==> src/rtl/maxpool_pkg.sv <==
// Shared types and helpers for the 2x2 max-pooling datapath.
package maxpool_pkg;

  localparam int PIX_W = 8;

  typedef logic [PIX_W-1:0] pix_t;

  typedef enum logic [1:0] {
    ACCEPT,
    MERGE,
    OUT
  } state_t;

  // Unsigned max; on a tie the first operand wins.
  function automatic pix_t max2(input pix_t a, input pix_t b);
    return (b > a) ? b : a;
  endfunction

endpackage

==> src/rtl/max2_unit.sv <==
// Combinational unsigned 2-input max; a tie returns a_i.
module max2_unit
  import maxpool_pkg::*;
#(
  parameter int DATA_W = 8
) (
  input  logic [DATA_W-1:0] a_i,
  input  logic [DATA_W-1:0] b_i,
  output logic [DATA_W-1:0] y_o
);

  assign y_o = (b_i > a_i) ? b_i : a_i;

endmodule

==> src/rtl/maxpool2x2_seq.sv <==
// Streaming 2x2 stride-2 max pooling with one shared comparator and a half-width line buffer.
//
// state  | meaning
// ACCEPT | taking pixels; folds each pixel into hold or the line buffer
// MERGE  | combines buffered top-row max with bottom-row max into out_data
// OUT    | presents the pooled pixel until downstream accepts it
module maxpool2x2_seq
  import maxpool_pkg::*;
#(
  parameter int DATA_W = 8,
  parameter int IMG_W  = 8,
  parameter int IMG_H  = 8
) (
  input  logic              clk,
  input  logic              rst,
  input  logic              in_valid,
  input  logic [DATA_W-1:0] in_data,
  output logic              in_ready,
  output logic              out_valid,
  output logic [DATA_W-1:0] out_data,
  input  logic              out_ready,
  output logic              frame_done
);

  localparam int CW = (IMG_W > 1) ? $clog2(IMG_W) : 1;
  localparam int RW = (IMG_H > 1) ? $clog2(IMG_H) : 1;
  localparam int LD = IMG_W / 2;
  localparam int IW = (LD > 1) ? $clog2(LD) : 1;
  localparam logic [CW-1:0] COL_LAST = CW'(IMG_W - 1);
  localparam logic [RW-1:0] ROW_LAST = RW'(IMG_H - 1);

  state_t              state_q, state_d;
  logic [CW-1:0]       col_q, col_d;
  logic [RW-1:0]       row_q, row_d;
  logic [DATA_W-1:0]   hold_q, hold_d;
  logic [DATA_W-1:0]   out_data_q, out_data_d;
  logic                out_valid_q, out_valid_d;
  logic                in_ready_q, in_ready_d;
  logic [IW-1:0]       idx_q, idx_d;
  logic                last_q, last_d;
  logic [DATA_W-1:0]   lbuf_q [LD];

  logic                lbuf_we;
  logic [IW-1:0]       lbuf_wa;
  logic                in_fire;
  logic [DATA_W-1:0]   cmp_a, cmp_b, cmp_y;

  // The comparator is steered by state: pixel vs hold while accepting, buffer vs hold while merging.
  assign cmp_a = (state_q == MERGE) ? lbuf_q[idx_q] : hold_q;
  assign cmp_b = (state_q == MERGE) ? hold_q : in_data;

  max2_unit #(.DATA_W(DATA_W)) u_max2 (
    .a_i (cmp_a),
    .b_i (cmp_b),
    .y_o (cmp_y)
  );

  assign in_fire = in_valid & in_ready_q;

  always_comb begin
    state_d     = state_q;
    col_d       = col_q;
    row_d       = row_q;
    hold_d      = hold_q;
    out_data_d  = out_data_q;
    out_valid_d = out_valid_q;
    idx_d       = idx_q;
    last_d      = last_q;
    lbuf_we     = 1'b0;
    lbuf_wa     = IW'(col_q >> 1);

    case (state_q)
      ACCEPT: begin
        if (in_fire) begin
          if (!col_q[0]) begin
            hold_d = in_data;
          end else if (!row_q[0]) begin
            lbuf_we = 1'b1;
          end else begin
            hold_d  = cmp_y;
            idx_d   = lbuf_wa;
            last_d  = (row_q == ROW_LAST) && (col_q == COL_LAST);
            state_d = MERGE;
          end
          if (col_q == COL_LAST) begin
            col_d = '0;
            row_d = (row_q == ROW_LAST) ? '0 : row_q + 1'b1;
          end else begin
            col_d = col_q + 1'b1;
          end
        end
      end
      MERGE: begin
        out_data_d  = cmp_y;
        out_valid_d = 1'b1;
        state_d     = OUT;
      end
      OUT: begin
        if (out_ready) begin
          out_valid_d = 1'b0;
          state_d     = ACCEPT;
        end
      end
      default: state_d = ACCEPT;
    endcase

    in_ready_d = (state_d == ACCEPT);
  end

  always_ff @(posedge clk) begin
    if (rst) begin
      state_q     <= ACCEPT;
      col_q       <= '0;
      row_q       <= '0;
      hold_q      <= '0;
      out_data_q  <= '0;
      out_valid_q <= 1'b0;
      in_ready_q  <= 1'b0;
      idx_q       <= '0;
      last_q      <= 1'b0;
    end else begin
      state_q     <= state_d;
      col_q       <= col_d;
      row_q       <= row_d;
      hold_q      <= hold_d;
      out_data_q  <= out_data_d;
      out_valid_q <= out_valid_d;
      in_ready_q  <= in_ready_d;
      idx_q       <= idx_d;
      last_q      <= last_d;
    end
  end

  // Always written on an even row before the odd row reads it, so no reset needed.
  always_ff @(posedge clk) begin
    if (lbuf_we) lbuf_q[lbuf_wa] <= cmp_y;
  end

  assign in_ready   = in_ready_q;
  assign out_valid  = out_valid_q;
  assign out_data   = out_data_q;
  assign frame_done = (state_q == OUT) & out_ready & last_q;

endmodule

==> config.mk <==
export PLATFORM = sky130hd
export DESIGN_NAME = maxpool2x2_seq
export DESIGN_NICKNAME = d
export VERILOG_FILES = /design/src/rtl/maxpool_pkg.sv /design/src/rtl/max2_unit.sv /design/src/rtl/maxpool2x2_seq.sv
export SDC_FILE = /design/constraint.sdc
export NUM_CORES = 1
export LEC_CHECK = 0
export BUFFER_PORTS_ARGS = -buffer_cell sky130_fd_sc_hd__buf_2
export CAP_MARGIN = 10
export CORE_MARGIN = 2
export CORE_UTILIZATION = 55
export DETAILED_ROUTE_END_ITERATION = 6
export GPL_TIMING_DRIVEN = 0
export PLACE_DENSITY = 0.74
export SKIP_CTS_REPAIR_TIMING = 1
export SLEW_MARGIN = 20
export SYNTH_ARGS = -nofsm -noshare
export SYNTH_HDL_FRONTEND = slang
export SYNTH_SLANG_ARGS = --single-unit
==> constraint.sdc <==
create_clock -name clk -period 3.72 [get_ports clk]
set_input_delay 0.744 -clock clk [delete_from_list [all_inputs] [get_ports clk]]
set_output_delay 0.744 -clock clk [all_outputs]
set_load 0.02 [all_outputs]
# [Yosys cells after proc, flatten, opt, wreduce, memory -nomap -nowiden]
# Memories as Yosys holds them, arrays and structs flattened. A register that Yosys moved wholly into a read port is not among the register bits.
# Index checks and enable logic that the tools add are counted.
# W data, S select, Z words.
[totals] reg_bits=29 ramBits=32 in_bits=12 word_cells=53 mem_count=1
[classes] add_sub_neg=2 n_lt_le_gt_ge=1 n_eq_ne=6 n_mux=22 n_bitwise=3 n_reduce_logical=9
[memory_table] name="lbuf_q" words=4 width=8 read_ports=1 rd_clocked_by_memory_dff=1 write_ports=1 line_no="maxpool2x2_seq.sv:41" rtl="logic [DATA_W-1:0] lbuf_q [LD];"
[ops] op="$mux W8" n=5
[ops] op="$mux W2" n=6
[ops] op="$gt A8 B8 Y1" n=1
[ops] op="$mux W1" n=7
[ops] op="$add A3 B1 Y3 const B" n=2
[ops] op="$eq A3 B3 Y1 const B" n=2
[ops] op="$mux W3" n=2
[ops] op="$pmux W2 S3" n=1
[ops] op="$reduce_and A3 Y1" n=2
[ops] op="$logic_not A2 Y1" n=2
[ops] op="$reduce_and A2 Y1" n=2
[ops] op="$reduce_and A4 Y1" n=1
[ops] op="$and A1 B1 Y1" n=3
[ops] op="$eq A2 B1 Y1 const B" n=1
[ops] op="$eq A2 B2 Y1 const B" n=1
[ops] op="$ne A2 B1 Y1 const B" n=1
[ops] op="$ne A2 B2 Y1 const B" n=1
[ops] op="$pmux W1 S2" n=1
[ops] op="$reduce_bool A2 Y1" n=1
[ops] op="$logic_and A1 B1 Y1" n=1

# [Logic depth before layout (Yosys ltp)]
# Gate-level depths: netlist of the first run.
[depth] word_depth=6 depth_mapped=12 mapped_depth_nobuf=9

# [Hierarchy]
# From an unflattened synthesis of the first run, not the netlist that was laid out.
[hier_totals] cells_unflattened=277 area_unflattened_um2=2969.1
[modules_own_cells] mod="maxpool2x2_seq" instances=1 cells_per_inst=242 area_per_inst_um2=2665.1
[modules_own_cells] mod="max2_unit" instances=1 cells_per_inst=35 area_per_inst_um2=304.0

# [Worst setup path after synthesis of the first run]
# Ideal clock, no wire load.
[synth_timing] kind="register to register" from="register with a tool-made name" to="memory lbuf_q[0][0], data pin" t_arrival_ns=2.392 t_required_ns=3.450 path_slack_ns=1.058 stages_incl_launch_ff=11 n_path_buf=2 synth_period_minus_slack_ns=2.662 cell_sequence="dfxtp_1 -> buf_6 -> mux4_2 -> mux2i_1 -> ha_1 -> nand4_2 -> nor2_1 -> a211o_2 -> buf_6 -> a21boi_0 -> nor2_1"
[synth_lines] item="end, declared" line_no="maxpool2x2_seq.sv:41"

==> results of run 1 <==
## layer usage
layer  GRT usage (%)  wire (µm)  part of all wire [%]
met4            11.0        114                   1.7
met1            31.1       3190                    47
met2            36.6       3230                    47
met3            4.75        320                   4.7
met5               0          0                     0
## critical path, stage by stage, from the launching register on
cell,delay (ns)
dfxtp_1,0.33
buf_6,0.16
mux4_2,0.50
mux2i_1,0.33
ha_1,0.32
nor2b_1,0.14
o211ai_1,0.25
a211o_2,0.26
buf_6,0.16
a21boi_0,0.11
nor2_1,0.29
## state kept, by name, indices dropped and copies added, names as in the netlist, named ones only
register,count
col_q,3
lbuf_q,32
out_valid,1
row_q,3
out_data,8
idx_q,2
in_ready,1
hold_q,8
state_q,2
last_q,1
## worst paths after layout
check | end | slack (ns) | depth (start not counted)
worst max-delay path | lbuf_q[1][0] | 0.65 | 10
worst min-delay path | last_q | 0.46 | 2
worst max register to register | lbuf_q[1][0] | 0.65 | 10
worst min register to register | last_q | 0.46 | 2
## cells in the mapped netlist
cell type and n:
a211o_2 1, a211oi_2 1, a21boi_0 1, a21oi_1 28
and3_1 7, and3_4 2, and4bb_1 1, buf_2 5
buf_4 2, buf_6 2, clkbuf_1 6, clkbuf_2 2
dfxtp_1 31, edfxtp_1 32, ha_1 12, inv_1 1
mux2i_1 8, mux4_2 8, nand2_1 38, nand2_2 2
nand2b_1 4, nand3_1 5, nand3b_1 9, nand4_1 1
nand4_2 1, nor2_1 19, nor2b_1 5, nor3_1 5
nor3b_1 18, o211ai_1 2, o21ai_0 17, o21ai_1 1
o21ai_2 1, o311ai_0 7, o32ai_1 6, o32ai_2 2
or3b_2 1
## metrics by stage
| step | util, % | instance area, µm² |
|---|---|---|
| after CTS | 64.0 | 3550 |
| after detailed placement | 60.9 | 3370 |
| after floorplan | - | 3160 |
| final | 64.0 | 3550 |
| after global routing | 64.0 | 3550 |
| after global placement | 60.7 | 3360 |
## kinds of logic after synthesis
group           after synthesis  share of synthesized area (%)
mux                          16                           8.23
flops                        63                           50.0
simple gates                118                           20.3
fa+ha+maj                    12                           4.75
buf+inv                      18                           3.12
compound gates               67                           13.6
## cells in the final DEF (no fill, tap or decap), types with 6 or more instances in the layout
| cell type | n |
|---|---|
| nand2_1 | 38 |
| edfxtp_1 | 32 |
| dfxtp_1 | 31 |
| a21oi_1 | 28 |
| buf_2 | 27 |
| nor2_1 | 19 |
| nor3b_1 | 17 |
| o21ai_0 | 17 |
| ha_1 | 12 |
| nand3b_1 | 9 |
| clkbuf_8 | 9 |
| mux4_2 | 8 |
| mux2i_1 | 8 |
| and3_1 | 7 |
| o311ai_0 | 7 |
| clkbuf_1 | 6 |
| o32ai_1 | 6 |
## power groups by stage
stage	Sequential, mW	Combinational [mW]	Clock (mW)
2_1_floorplan	0.775	0.112	0
3_3_place_gp	0.777	0.150	0
4_1_cts	0.762	0.156	0.538
6_report	0.762	0.157	0.530
5_1_grt	0.763	0.175	0.570
3_5_place_dp	0.778	0.155	0
## layout make-up
class / instances / area (µm²)
buffer: 17 / 95.1
fill: 474 / 1990
sequential: 63 / 1580
tap: 72 / 90.1
inverter: 1 / 3.75
multi-input combinational: 213 / 1490
clock inverter: 7 / 50.0
timing repair buffer: 22 / 110
clock buffer: 9 / 124
==> summary.md, run 1 <==
| Metric | Value |
|---|---|
| Max Clock Skew | just under 0.01 ns |
| RSZ-0062 raised after global routing | no |
| Post-Synthesis Cells | 294 |
| Wire per inst | about 17 µm |
| First-pass GRT wire length | approximately 11 mm |
| Layout Nets | 351 |
| Clock root buffer | clkbuf_8 |
| CP max FO | 10 |
| Layout cells sized above 1 | between 20% and 30% |
| Drt drc | 0 |
| Clock slew at reported path FFs | around 0.07 ns |
| Final min period | about 3.1 ns |
| Die area | 6370 µm² |
| Routed WL | 6.85 mm |
| Setup_tns | 0 ns |
| Combinational power share | 10.8% |
| Hold Fails Final Rpt | 0 |
| Final WS setup | approximately 0.65 ns |
| Leak | 1.25 nW |
| Place WS | between 0.6 and 0.7 ns |
| Switching Fraction | ~28% |
| Clk sink count | 63 |
| Worst hold slack | between 0.4 and 0.5 ns |
| HPWL Detailed | about 5.0 mm |
| Sequential area share after synthesis | about half |
| Final Max Tran Viols | 0 |
| Largest net degree at the start of global routing | 13 |
| Arrival time at the worst endpoint | 3.20 ns |
| Top cell type's share of synthesized area | between 30% and 40% |
| Worst Hold Class | reg2reg |
| PwrDens | about 400 nW/µm² |
| Area Overhead vs Synth | 12.1% |
| Top cells by area, synth | edfxtp_1 (30%), dfxtp_1 (20%), mux4_2 (5.7%), ha_1 (4.7%), nand2_1 (4.5%) |
| Core box area | about 5500 µm² |
| Clock Path Buffers | 2 |
| DRT iter0 DRCs | ~230 |
| Synth Cell Area | ~3200 µm² |
| Crit end category | flop |
| DR vias | between 2k and 2.5k |
| Non-filler cells, final | 404 |
| Routability cong. | 0.846 |
| DRT antenna net count | 0 |
| Clk pwr share | a little over a third |
| Max Clk Rate | 0.326 GHz |
| Final period util | 82.5% |
| Post-synth cell types | 37 |
| CP Launch Type | flop |
| Slew Limit Headroom | between 40% and 50% |
| Initial core utilization | 57.1% |
| Die Y | approximately 80 µm |
| # diodes | 0 |
| PortBufs | 22 |
| Status | finished clean |
| Psw | around 0.4 mW |
| Final setup violation count | 0 |
| CTS HTree Levels | 3 |
| Post-Syn Nets | roughly 320 |
| Number of antenna violations at the first check in global routing | 0 |
| Leading area contributor after synthesis | edfxtp_1 |
| Synth warn | 0 |
| Maximum vdd drop | approximately 0.00026 V |
| Number of CTS-inserted buffers | 9 |
| Hold_sp | last_q |
| Internal | roughly 1.0 mW |
| Max-cap viol count | 0 |
| Seq pwr share | 52.6% |
| Placed Cells incl. Taps | between 300 and 400 |
| DRT Pass-1 Iters | 5 |
| Critical path class | reg2reg |
| Design Power | between 1 and 1.5 mW |
| Total I/O pin count | 23 |
| Tot GR Track Use | between 20% and 30% |
| CTS tree | built |
| DIE WIDTH | between 70 and 80 µm |
| Vias in the first global route | ~2.2k |
| Num rows | 27 |
| Drt via density | 5.95 |
| Data required, critical path | between 3 and 4 ns |
| Synthesized flop and latch total | between 60 and 70 |
| Worst Max-Slew Pin Slew | about 0.76 ns |
| GR Overflow Total | 0 |
| Clk_lat worst skew | 0.35 ns |
| Avg Cell Area, Syn | about 11 µm² |
(Power assumes the default switching activity.)
==> run 2, diff against run 1 <==
==> constraint.sdc (replaced) <==
create_clock -name clk -period 2.9 [get_ports clk]
set_input_delay 0.58 -clock clk [delete_from_list [all_inputs] [get_ports clk]]
set_output_delay 0.58 -clock clk [all_outputs]
set_load 0.02 [all_outputs]
==> summary.md, run 2 (same netlist as run 1, synthesis figures left out) <==
| Metric | Value |
|---|---|
| Status | finished with violations |
| Violated checks | negative setup slack |
| Commonest non-fill, non-tap cell in the layout | nand2_1 |
| CTS HTree Levels | 3 |
| PwrDens | slightly above 500 nW/µm² |
| Clock root buffer | clkbuf_8 |
| Wire per inst | 19.7 µm |
| Slowest library cell on the worst path | mux4_2 |
| CP Cell Sequence | buf_12, mux4_2, mux2i_2, ha_1, nand4_2, nor2_1, a211o_2, clkbuf_16, a21boi_4, nor2_4 |
| PortBufs | 22 |
| Area Overhead vs Synth | 21.7% |
| CTS tree | built |
| Vias in the first global route | 2201 |
| Final WS setup | -0.0574 ns |
| Internal | between 1 and 1.5 mW |
| Placed Cells incl. Taps | a little under 400 |
| Final min period | between 2 and 3 ns |
| Combinational power share | roughly 15% |
| Slew Limit Headroom | just under 50% |
| Arrival time at the worst endpoint | between 3 and 4 ns |
| Drt drc | 0 |
| Total I/O pin count | 23 |
| Crit-path leading delay family | multiplexers |
| Final setup violation count | 34 |
| Maximum vdd drop | approximately 0.00034 V |
| Number of CTS-inserted buffers | 9 |
| HPWL Detailed | 5.00 mm |
| # diodes | 0 |
| Max-cap viol count | 0 |
| Hold Fails Final Rpt | 0 |
| Leak | between 1 and 1.5 nW |
| Largest net degree at the start of global routing | 13 |
| Clock slew at reported path FFs | 0.07 ns |
| Die Y | between 70 and 80 µm |
| Top reg by flops | lbuf_q |
| Worst Hold Class | reg2reg |
| Max Clk Rate | 0.338 GHz |
| Data required, critical path | roughly 3.0 ns |
| Layout Nets | roughly 350 |
| Switching Fraction | roughly 29% |
| Worst Max-Slew Pin Slew | roughly 0.76 ns |
| Initial core utilization | 57.1% |
| DR vias | ~2.6k |
| Drt via density | 6.35 |
| Final period util | 102% |
| Commonest cells after routing, fill and taps aside | nand2_1 (38), edfxtp_1 (32), dfxtp_1 (30), buf_2 (26), a21oi_1 (21) |
| Worst path bufs/invs | 2 |
| Critical path class | reg2reg |
| Worst hold slack | 0.460 ns |
| First-pass GRT wire length | approximately 11 mm |
| Max Clock Skew | about 0.012 ns |
| Core box area | approximately 5500 µm² |
| Tot GR Track Use | approximately a quarter |
| Crit path largest cell delay | a little over 0.5 ns |
| Psw | between 0.5 and 0.6 mW |
| DIE WIDTH | between 70 and 80 µm |
| Seq pwr share | 50.2% |
| Clk_lat worst skew | around 0.35 ns |
| Routability cong. | 0.846 |
| Routed WL | approximately 8 mm |
| DRT antenna net count | 0 |
| Design Power | about 2.0 mW |
| Crit end category | flop |
| Number of antenna violations at the first check in global routing | 0 |
| Clk pwr share | 35.1% |
| CP max FO | 8 |
| Num rows | 27 |
| Non-filler cells, final | 407 |
| DRT iter0 DRCs | around 290 |
| Final Max Tran Viols | 0 |
| Die area | roughly 6400 µm² |
| Layout cells sized above 1 | between 30% and 40% |
| DRT Pass-1 Iters | 5 |
| Max reg flops | 32 |
| Clock Path Buffers | 2 |
| RSZ-0062 raised after global routing | yes |
| CP Launch Type | flop |
| Setup_tns | -0.954 ns |
| Clk sink count | between 60 and 70 |
| GR Overflow Total | 0 |
-- run 2: changes by cell type in the layout (fill, tap and decap cells not counted), sizes merged --
cell / previous run / this run
clkbuf: 17 / 18
buf: 31 / 33
-- run 2: metrics by stage --
| step | worst slack [ns] | utilization (%) | area [µm²] |
|---|---|---|---|
| floorplan | 0.238 | - | 3160 |
| global placement | -0.0968 | 60.7 | 3360 |
| detailed placement | -0.140 | 60.9 | 3370 |
| CTS | -0.147 | 64.0 | 3550 |
| global route | -0.118 | 69.5 | 3850 |
| finish | -0.0574 | 69.5 | 3850 |
-- run 2: area by class of cell --
type | instances | area [µm²]
clock inverter | 7 | 50.0
clock buffer | 9 | 124
multi-input combinational | 213 | 1730
buffer | 17 | 123
inverter | 1 | 3.75
timing repair buffer | 25 | 150
tap | 72 | 90.1
fill | 404 | 1690
sequential | 63 | 1580
-- run 2: final timing paths --
| check | startpoint | to | slack (ns) | depth (start not counted) |
|---|---|---|---|---|
| max | flop | lbuf_q[1][0] | -0.06 | 10 |
| max reg2reg | flop | lbuf_q[1][0] | -0.06 | 10 |
| min | last_q | last_q | 0.46 | 2 |
| min reg2reg | last_q | last_q | 0.46 | 2 |
-- run 2: power by group through the flow --
stage	clock, mW	sequential [mW]	combinational, mW
after floorplan	0	0.994	0.144
after global placement	0	0.997	0.193
after detailed placement	0	0.998	0.198
after CTS	0.690	0.977	0.200
after global routing	0.732	0.982	0.308
final	0.685	0.981	0.287
-- run 2: worst register-to-register path: cells and delay by family (launching register included) --
kind | cells | cell delay (ns)
AO/OA/AOI/OAI | 2 | 0.56
adder cells (fa/ha/maj) | 1 | 0.32
buffers and inverters | 2 | 0.35
flip-flops | 1 | 0.34
multiplexers | 2 | 0.80
AND/OR/NAND/NOR | 3 | 0.34
-- run 2: layer usage --
layer / routed length, µm / part of all wire [%] / global-route usage (%)
met5: 0 / 0 / 0
met2: 3870 / 48 / 36.6
met1: 3510 / 44 / 31.1
met4: 174 / 2.2 / 11.0
met3: 451 / 5.6 / 4.75
